<file path="config.mk">
export PLATFORM = sky130hd
export DESIGN_NAME = inst_fetch_ctrl_flat
export DESIGN_NICKNAME = d
export VERILOG_FILES = /design/src/rtl/inst_fetch_ctrl_pkg.sv /design/src/rtl/inst_fetch_ctrl_if.sv /design/src/rtl/inst_fetch_ctrl_icache_array.sv /design/src/rtl/inst_fetch_ctrl.sv /design/src/flat_wrapper.sv
export SDC_FILE = /design/constraint.sdc
export NUM_CORES = 2
export LEC_CHECK = 0
export BUFFER_PORTS_ARGS = -buffer_cell sky130_fd_sc_hd__buf_2
export CORE_MARGIN = 1
export CORE_UTILIZATION = 65
export CTS_BUF_LIST = sky130_fd_sc_hd__clkbuf_8
export DETAILED_ROUTE_END_ITERATION = 7
export PLACE_DENSITY_LB_ADDON = 0.08
export SKIP_CTS_REPAIR_TIMING = 1
export SLEW_MARGIN = 20
export SYNTH_ARGS = -nofsm -noshare
export SYNTH_HDL_FRONTEND = slang
export SYNTH_HIERARCHICAL = 1
export SYNTH_SLANG_ARGS = --single-unit
export TNS_END_PERCENT = 20
</file>
<file path="constraint.sdc">
create_clock -name clk_in -period 12 [get_ports clk_in]
set_input_delay 0 -clock clk_in [delete_from_list [all_inputs] [get_ports clk_in]]
set_output_delay 0 -clock clk_in [all_outputs]
set_load 0.01 [all_outputs]
</file>
<file path="src/rtl/inst_fetch_ctrl_pkg.sv">
`default_nettype none
// ============================================================================
// Module   : inst_fetch_ctrl_pkg
// Brief    : Shared types and constants for the instruction-fetch responder.
// Revision : 1.0 - initial release
// ============================================================================
package inst_fetch_ctrl_pkg;

  // Default cache index width; the cache holds 2**ICACHE_IDX_W words.
  localparam int ICACHE_IDX_W_DEFAULT = 6;

  // Number of RAM bytes assembled into one instruction word.
  localparam logic [2:0] BYTES_PER_WORD = 3'd4;

  // Fetch state encodings.
  typedef enum logic [1:0] {
    IDLE = 2'd0,
    READ = 2'd1,
    FILL = 2'd2,
    DONE = 2'd3
  } fetch_state_t;

  // Instruction addresses are word aligned; the two low bits are dropped.
  function automatic logic [31:0] word_align(input logic [31:0] addr);
    return addr & 32'hFFFF_FFFC;
  endfunction

endpackage
`default_nettype wire

</file>
<file path="src/rtl/inst_fetch_ctrl_if.sv">
`default_nettype none
// ============================================================================
// Module   : inst_fetch_ctrl_if
// Brief    : Fetch handshake (decoder side) and byte-RAM request/grant port.
//            master = environment (decoder + arbiter/RAM),
//            slave  = the fetch controller.
// Revision : 1.0 - initial release
// ============================================================================
interface inst_fetch_ctrl_if;
  logic        flush;
  logic        if_en;
  logic [31:0] if_addr;
  logic        if_rdy;
  logic [31:0] if_data;
  logic        mem_req;
  logic        mem_gnt;
  logic [31:0] mem_a;
  logic [7:0]  mem_din;

  modport master (
    output flush, if_en, if_addr, mem_gnt, mem_din,
    input  if_rdy, if_data, mem_req, mem_a
  );

  modport slave (
    input  flush, if_en, if_addr, mem_gnt, mem_din,
    output if_rdy, if_data, mem_req, mem_a
  );
endinterface
`default_nettype wire

</file>
<file path="src/rtl/inst_fetch_ctrl_icache_array.sv">
`default_nettype none
// ============================================================================
// Module   : icache_array
// Brief    : Direct-mapped instruction cache storage. Combinational lookup,
//            synchronous write, valid bits cleared only by reset.
// Revision : 1.0 - initial release
// ============================================================================
module icache_array
  import inst_fetch_ctrl_pkg::*;
#(
  parameter int IDX_W = ICACHE_IDX_W_DEFAULT
) (
  input  wire logic                clk,
  input  wire logic                rst,
  input  wire logic [IDX_W-1:0]    rd_idx,
  input  wire logic [29-IDX_W:0]   rd_tag,
  output      logic                rd_hit,
  output      logic [31:0]         rd_word,
  input  wire logic                wr_en,
  input  wire logic [IDX_W-1:0]    wr_idx,
  input  wire logic [29-IDX_W:0]   wr_tag,
  input  wire logic [31:0]         wr_word
);

  localparam int DEPTH = 1 << IDX_W;
  localparam int TAG_W = 30 - IDX_W;

  logic [DEPTH-1:0] r_valid;
  logic [TAG_W-1:0] r_tag  [DEPTH];
  logic [31:0]      r_data [DEPTH];

  // Valid bits: cleared asynchronously by reset, set on each line fill.
  always_ff @(posedge clk or posedge rst) begin
    if (rst) begin
      r_valid <= '0;
    end else if (wr_en) begin
      r_valid[wr_idx] <= 1'b1;
    end
  end

  // Tag and data storage are plain memories with no reset.
  always_ff @(posedge clk) begin
    if (wr_en) begin
      r_tag[wr_idx]  <= wr_tag;
      r_data[wr_idx] <= wr_word;
    end
  end

  assign rd_hit  = r_valid[rd_idx] && (r_tag[rd_idx] == rd_tag);
  assign rd_word = r_data[rd_idx];

endmodule
`default_nettype wire

</file>
<file path="src/rtl/inst_fetch_ctrl.sv">
`default_nettype none
// ============================================================================
// Module   : inst_fetch_ctrl
// Brief    : Instruction-fetch responder. Serves hits from a direct-mapped
//            cache in one cycle; misses read four bytes from RAM over a
//            request/grant port, assemble a little-endian word and fill
//            the cache. Flush aborts any fetch in progress.
// Revision : 1.0 - initial release
// ============================================================================
module inst_fetch_ctrl
  import inst_fetch_ctrl_pkg::*;
#(
  parameter int ICACHE_IDX_W = ICACHE_IDX_W_DEFAULT
) (
  input  wire logic         clk_in,
  input  wire logic         rst_in,
  input  wire logic         rdy_in,
  inst_fetch_ctrl_if.slave  bus
);

  localparam int TAG_W = 30 - ICACHE_IDX_W;

  fetch_state_t           r_state;
  logic [31:0]            r_addr;
  logic [2:0]             r_issue_cnt;
  logic [2:0]             r_recv_cnt;
  logic                   r_pend;
  logic [3:0][7:0]        r_bytes;
  logic                   r_if_rdy;
  logic [31:0]            r_if_data;
  logic                   r_mem_req;
  logic [31:0]            r_mem_a;

  logic                   w_hit;
  logic [31:0]            w_hit_word;
  logic                   w_flush;
  logic                   w_grant;
  logic                   w_capture;
  logic                   w_fill_done;
  logic                   w_cache_we;
  logic [3:0][7:0]        w_fill_word;

  // A flush only counts while the block is enabled.
  assign w_flush     = rdy_in & bus.flush;
  // A grant is honoured only for a request actually visible on the port.
  assign w_grant     = r_mem_req & rdy_in & bus.mem_gnt;
  // The byte for last cycle's grant is captured even if rdy_in has dropped.
  assign w_capture   = r_pend && (r_recv_cnt < BYTES_PER_WORD);
  // Line is complete once four bytes are in, counting the one arriving now.
  assign w_fill_done = (r_recv_cnt == BYTES_PER_WORD) ||
                       (r_pend && (r_recv_cnt == BYTES_PER_WORD - 3'd1));
  assign w_cache_we  = rdy_in && !bus.flush && (r_state == READ) && w_fill_done;

  // Merge the byte arriving this cycle so the cache write sees the full word.
  always_comb begin
    w_fill_word = r_bytes;
    if (w_capture) begin
      w_fill_word[r_recv_cnt[1:0]] = bus.mem_din;
    end
  end

  icache_array #(
    .IDX_W (ICACHE_IDX_W)
  ) u_icache (
    .clk     (clk_in),
    .rst     (rst_in),
    .rd_idx  (bus.if_addr[ICACHE_IDX_W+1:2]),
    .rd_tag  (bus.if_addr[31:ICACHE_IDX_W+2]),
    .rd_hit  (w_hit),
    .rd_word (w_hit_word),
    .wr_en   (w_cache_we),
    .wr_idx  (r_addr[ICACHE_IDX_W+1:2]),
    .wr_tag  (r_addr[31:ICACHE_IDX_W+2]),
    .wr_word (w_fill_word)
  );

  // Fetch state machine, RAM counters, byte assembly and registered outputs.
  // if_rdy is cleared every cycle so it stays a single-cycle pulse even
  // when rdy_in holds the rest of the state.
  always_ff @(posedge clk_in or posedge rst_in) begin
    if (rst_in) begin
      r_state     <= IDLE;
      r_addr      <= '0;
      r_issue_cnt <= '0;
      r_recv_cnt  <= '0;
      r_pend      <= 1'b0;
      r_bytes     <= '0;
      r_if_rdy    <= 1'b0;
      r_if_data   <= '0;
      r_mem_req   <= 1'b0;
      r_mem_a     <= '0;
    end else begin
      r_if_rdy <= 1'b0;
      if (w_flush) begin
        // Abandon the fetch; in-flight bytes are dropped, cache untouched.
        r_state   <= IDLE;
        r_mem_req <= 1'b0;
        r_pend    <= 1'b0;
      end else begin
        if (w_capture) begin
          r_bytes[r_recv_cnt[1:0]] <= bus.mem_din;
          r_recv_cnt               <= r_recv_cnt + 3'd1;
        end
        r_pend <= w_grant;
        if (rdy_in) begin
          case (r_state)
            IDLE: begin
              if (bus.if_en) begin
                r_addr <= word_align(bus.if_addr);
                if (w_hit) begin
                  r_if_data <= w_hit_word;
                  r_if_rdy  <= 1'b1;
                  r_state   <= DONE;
                end else begin
                  r_issue_cnt <= '0;
                  r_recv_cnt  <= '0;
                  r_mem_req   <= 1'b1;
                  r_mem_a     <= word_align(bus.if_addr);
                  r_state     <= READ;
                end
              end
            end
            READ: begin
              if (w_grant) begin
                r_issue_cnt <= r_issue_cnt + 3'd1;
                r_mem_a     <= r_addr + {29'd0, r_issue_cnt + 3'd1};
                if (r_issue_cnt == BYTES_PER_WORD - 3'd1) begin
                  r_mem_req <= 1'b0;
                end
              end
              if (w_fill_done) begin
                r_state <= FILL;
              end
            end
            FILL: begin
              if (bus.if_en) begin
                r_if_data <= r_bytes;
                r_if_rdy  <= 1'b1;
                r_state   <= DONE;
              end else begin
                r_state <= IDLE;
              end
            end
            DONE: begin
              r_state <= IDLE;
            end
            default: begin
              r_state <= IDLE;
            end
          endcase
        end
      end
    end
  end

  assign bus.if_rdy  = r_if_rdy;
  assign bus.if_data = r_if_data;
  assign bus.mem_req = r_mem_req & rdy_in;
  assign bus.mem_a   = r_mem_a;

endmodule
`default_nettype wire

</file>
<file path="src/flat_wrapper.sv">
// flat-port wrapper written by rule: the top's interface ports become plain ports
module inst_fetch_ctrl_flat import inst_fetch_ctrl_pkg::*;
#(
  parameter int ICACHE_IDX_W = ICACHE_IDX_W_DEFAULT
)
  (clk_in, rst_in, rdy_in, bus_flush, bus_if_en, bus_if_addr, bus_mem_gnt, bus_mem_din, bus_if_rdy, bus_if_data, bus_mem_req, bus_mem_a);
  inst_fetch_ctrl_if bus_i ();
  input  wire logic clk_in;
  input  wire logic rst_in;
  input  wire logic rdy_in;
  input wire logic [$bits(bus_i.flush)-1:0] bus_flush;
  input wire logic [$bits(bus_i.if_en)-1:0] bus_if_en;
  input wire logic [$bits(bus_i.if_addr)-1:0] bus_if_addr;
  input wire logic [$bits(bus_i.mem_gnt)-1:0] bus_mem_gnt;
  input wire logic [$bits(bus_i.mem_din)-1:0] bus_mem_din;
  output wire logic [$bits(bus_i.if_rdy)-1:0] bus_if_rdy;
  output wire logic [$bits(bus_i.if_data)-1:0] bus_if_data;
  output wire logic [$bits(bus_i.mem_req)-1:0] bus_mem_req;
  output wire logic [$bits(bus_i.mem_a)-1:0] bus_mem_a;
  assign bus_i.flush = bus_flush;
  assign bus_i.if_en = bus_if_en;
  assign bus_i.if_addr = bus_if_addr;
  assign bus_i.mem_gnt = bus_mem_gnt;
  assign bus_i.mem_din = bus_mem_din;
  assign bus_if_rdy = bus_i.if_rdy;
  assign bus_if_data = bus_i.if_data;
  assign bus_mem_req = bus_i.mem_req;
  assign bus_mem_a = bus_i.mem_a;
  inst_fetch_ctrl #(.ICACHE_IDX_W(ICACHE_IDX_W)) u_core (.clk_in(clk_in), .rst_in(rst_in), .rdy_in(rdy_in), .bus(bus_i));
endmodule
</file>
==> reports/summary.txt <==
========================================================================================
RSZ-0062 raised after global routing ......................................        false
Worst Tran Pin Value ......................................................      1.23 ns
Count of input and output buffers .........................................          109
Met1 Wirelength ...........................................................    144000 um
Max-slew headroom at the worst pin ........................................        17.7%
Critical Path RT ..........................................................     12.93 ns
Cell with the largest stage delay on the worst path ....................... sky130_fd_sc_hd__a21o_1
Reg2reg path depth ........................................................            8
Ratio of total power to cell area .........................................  171 nW/um^2
Largest cells by area after synthesis ..................................... sky130_fd_sc_hd__edfxtp_1, sky130_fd_sc_hd__mux4_2, sky130_fd_sc_hd__dfrtp_1
Highest clock rate ........................................................      146 MHz
Flop2flop setup slack .....................................................      5.96 ns
Routed via count ..........................................................        76900
Row count .................................................................          173
Area of the core .......................................................... 223000 sq um
Final wirelength ..........................................................    412000 um
Violated checks ...........................................................          DRC
Maximum number of pins on one net before global-route repair ..............          148
Count of final hold-check violations ......................................            0
Share of flip-flops with an asynchronous set or reset .....................        5.26%
Run status ................................................................ finished, violations left
Stage delay of the slowest cell on the critical path ......................      0.89 ns
Category of cells accounting for the largest share of critical-path delay . compound AO/OA/AOI/OAI gates
Worst Hold Path Cells .....................................................            5
Setup TNS .................................................................         0 ns
Met3 Wirelength ...........................................................     52700 um
Via count of the first global-routing pass ................................        75100
Remaining number of nets flagged by the antenna check after routing .......            0
Maximum buffer depth of the clock tree ....................................            4
Setup clock skew after layout .............................................    0.0758 ns
Number of library cell types mapped by synthesis ..........................           85
Count of mapped cells out of synthesis ....................................         6622
Cells traversed along the worst timing path ............................... dlygate4sd3_1, buf_12, buf_4, buf_4, mux4_2, a22oi_1, a21oi_1, nor4_2, xnor2_1, a211oi_1, nand3_1, nor4_2, nor2b_1, o21ai_2, a21o_1, o21ai_0
Overall Global Routing Usage ..............................................        36.3%
Average cell area after synthesis .........................................   22.1 sq um
Avg Vias per Cell .........................................................         7.19
Clock tree from TritonCTS .................................................          yes
TritonCTS Buffers .........................................................          601
Ratio of cells with drive above 1 in the final layout .....................        29.4%
Effective utilization at floorplan ........................................        65.7%
Worst slack on hold paths .................................................    0.0176 ns
Count of synthesis-stage warnings from yosys ..............................            6
Max IR drop VDD ...........................................................       139 uV
Top Ports .................................................................          112
Area enclosed by the die boundary ......................................... 227000 sq um
Wire length of the first global-routing pass ..............................    566000 um
Topmost layer with routed signal wires ....................................         met5
Setup violations, final ...................................................            0
Final period utilization ..................................................        57.2%
Total number of nets in the final design ..................................         7334
Initial DRC count .........................................................        12100
Max Cap Violations ........................................................            0
Area leader, netlist ...................................................... sky130_fd_sc_hd__edfxtp_1
Antenna violations before repair ..........................................           16
Main flop type after synthesis ............................................ sky130_fd_sc_hd__edfxtp_1
Max-slew violations .......................................................            0
Worst Path Class, Setup ...................................................    in -> reg
Area share of the leading cell type in the synthesized netlist ............        73.4%
Post-synth design cell area ............................................... 147000 sq um
Routed length per instance ................................................      38.5 um
CTS sink count ............................................................         3783
DR pass1 iterations .......................................................            8
Final core occ ............................................................        72.9%
Area growth from synthesis to layout ......................................        11.0%
Final worst path period need ..............................................      6.86 ns
Crit path launch type ..................................................... primary input
Maximum fanout encountered on the critical timing path ....................           89
Root buf cell ............................................................. sky130_fd_sc_hd__clkbuf_8
Class of the tightest hold or removal check ...............................    in -> reg
Clock-pin slew on the worst setup and hold paths ..........................      0.06 ns
Syn nets ..................................................................         6678
Crit end category .........................................................     register
Clk Latency, worst-skew pair ..............................................      1.13 ns
Static Leakage ............................................................      54.0 nW
Max H-tree Level ..........................................................            6
Height of the die .........................................................       477 um
Number of flops mapped to enable cells by yosys ...........................         3584
Die Width .................................................................       477 um
Placer's final routability congestion estimate ............................        0.869
Crit path buf inv count ...................................................            4
Post-synthesis sequential area ratio ......................................        76.8%
HPWL Detailed .............................................................    214000 um
Leftover overflow at the end of global routing ............................            0
Critical path depth in cells ..............................................           16
Worst EP arrival ..........................................................      7.79 ns
Flip-flop and latch count after synthesis .................................         3783
Post-route DRC ............................................................            2
Met2 routed WL ............................................................    193000 um
========================================================================================
==> state kept, by name (all words and copies together), names as in the netlist <==
name and cells:
u_core/r_issue_cnt 3, u_core/r_pend 1, u_core/u_icache/r_tag 1536, u_core/r_recv_cnt 3, u_core/u_icache/r_data 2048, u_core/bus.mem_a 30, u_core/r_addr 30, u_core/r_bytes 32
u_core/bus.if_data 32, u_core/r_state 2, u_core/bus.if_rdy 1, u_core/r_mem_req 1, u_core/u_icache/r_valid 64
==> final cells by class <==
class | count | area, sq um
Antenna cell | 13 | 32.5
Clock buffer | 636 | 8750
Clock inverter | 397 | 1670
Fill cell | 12600 | 60400
Inverter | 20 | 90.1
Multi-Input combinational cell | 2459 | 32600
Sequential cell | 3783 | 113000
Tap cell | 2975 | 3720
Timing Repair Buffer | 413 | 3200
==> synth_stat cells (19+ instances only) <==
cell type	n
sky130_fd_sc_hd__buf_6	21
sky130_fd_sc_hd__mux4_2	924
sky130_fd_sc_hd__mux2_2	105
sky130_fd_sc_hd__or2_2	72
sky130_fd_sc_hd__clkbuf_1	137
sky130_fd_sc_hd__buf_2	141
sky130_fd_sc_hd__nor3_1	19
sky130_fd_sc_hd__xnor2_1	26
sky130_fd_sc_hd__nor2_1	114
sky130_fd_sc_hd__nor2b_1	30
sky130_fd_sc_hd__nand4_1	34
sky130_fd_sc_hd__o21ai_0	68
sky130_fd_sc_hd__inv_1	19
sky130_fd_sc_hd__a21oi_1	45
sky130_fd_sc_hd__nand3_1	69
sky130_fd_sc_hd__o22ai_1	20
sky130_fd_sc_hd__a22oi_1	157
sky130_fd_sc_hd__buf_4	32
sky130_fd_sc_hd__a31oi_1	26
sky130_fd_sc_hd__mux2i_1	312
sky130_fd_sc_hd__a22o_1	20
sky130_fd_sc_hd__dfrtp_1	199
sky130_fd_sc_hd__buf_1	25
sky130_fd_sc_hd__edfxtp_1	3584
sky130_fd_sc_hd__nand2_1	150
==> logic make-up after synthesis <==
| group | count (synthesis) | synth area share (%) |
|---|---|---|
| AOI/OAI and AO/OA | 472 | 2.27 |
| DFF | 3783 | 76.8 |
| xor gates and xnor gates | 36 | 0.215 |
| buffers and inverters | 380 | 1.32 |
| and+or+nand+nor | 600 | 2.15 |
| adders and majority gates | 10 | 0.0854 |
| muxes | 1341 | 17.1 |
==> cell usage in the layout, fill, tap and decap left out, drive strengths merged, types with 26 or more instances in the layout <==
cell         instances
a21oi               46
a22oi              157
a31oi               26
buf                331
clkbuf             636
clkinv             179
dfrtp              199
dlygate4sd3         82
edfxtp            3584
inv                220
mux2               105
mux2i              312
mux4               924
nand2              150
nand3               73
nand4               34
nor2               115
nor2b               30
o21ai               82
or2                 72
xnor2               26
==> final timing paths <==
| kind | from | endpoint |
|---|---|---|
| setup reg to reg | u_core/r_state[0] | u_core/u_icache/r_data[5][8] |
| max in group asynchronous | rst_in | u_core/r_bytes[2] |
| hold reg to reg | u_core/u_icache/r_valid[6] | u_core/u_icache/r_valid[6] |
| min in group asynchronous | rst_in | u_core/r_bytes[23] |
| setup / recovery | bus_if_addr[2] | u_core/bus.mem_a[10] |
| hold / removal | rdy_in | u_core/bus.mem_a[29] |
==> worst register-to-register path, delay by kind of cell, from the launching register on <==
| family | cells | cell delay, ns |
|---|---|---|
| flip-flops | 1 | 0.55 |
| buffers and inverters | 2 | 1.47 |
| AND/OR/NAND/NOR | 6 | 3.60 |
==> report_power, final <==
part	total, mW	internal [mW]	switching (mW)	leakage, nW
sequential	15.8	15.5	0.305	35.3
combinational	2.28	0.680	1.60	12.7
clock	9.76	4.89	4.87	6.05
==> metrics by stage <==
step	area, sq um	total power [mW]	setup WS (ns)	instances
final	163000	27.8	5.14	10700
after detailed placement	151000	18.3	4.83	9566
after floorplan	147000	17.3	5.72	6622
after CTS	162000	27.8	6.04	10600
after global routing	163000	28.6	4.77	10700
after global placement	151000	18.2	4.88	9566
==> layer usage <==
layer  global-route usage, %  vias up
met4                    16.5        2
li1                        -    29300
met1                    50.8    40400
met3                    8.26     1125
met2                    55.7     6002
met5                       0        -
Power figures use the tool's default switching activity.
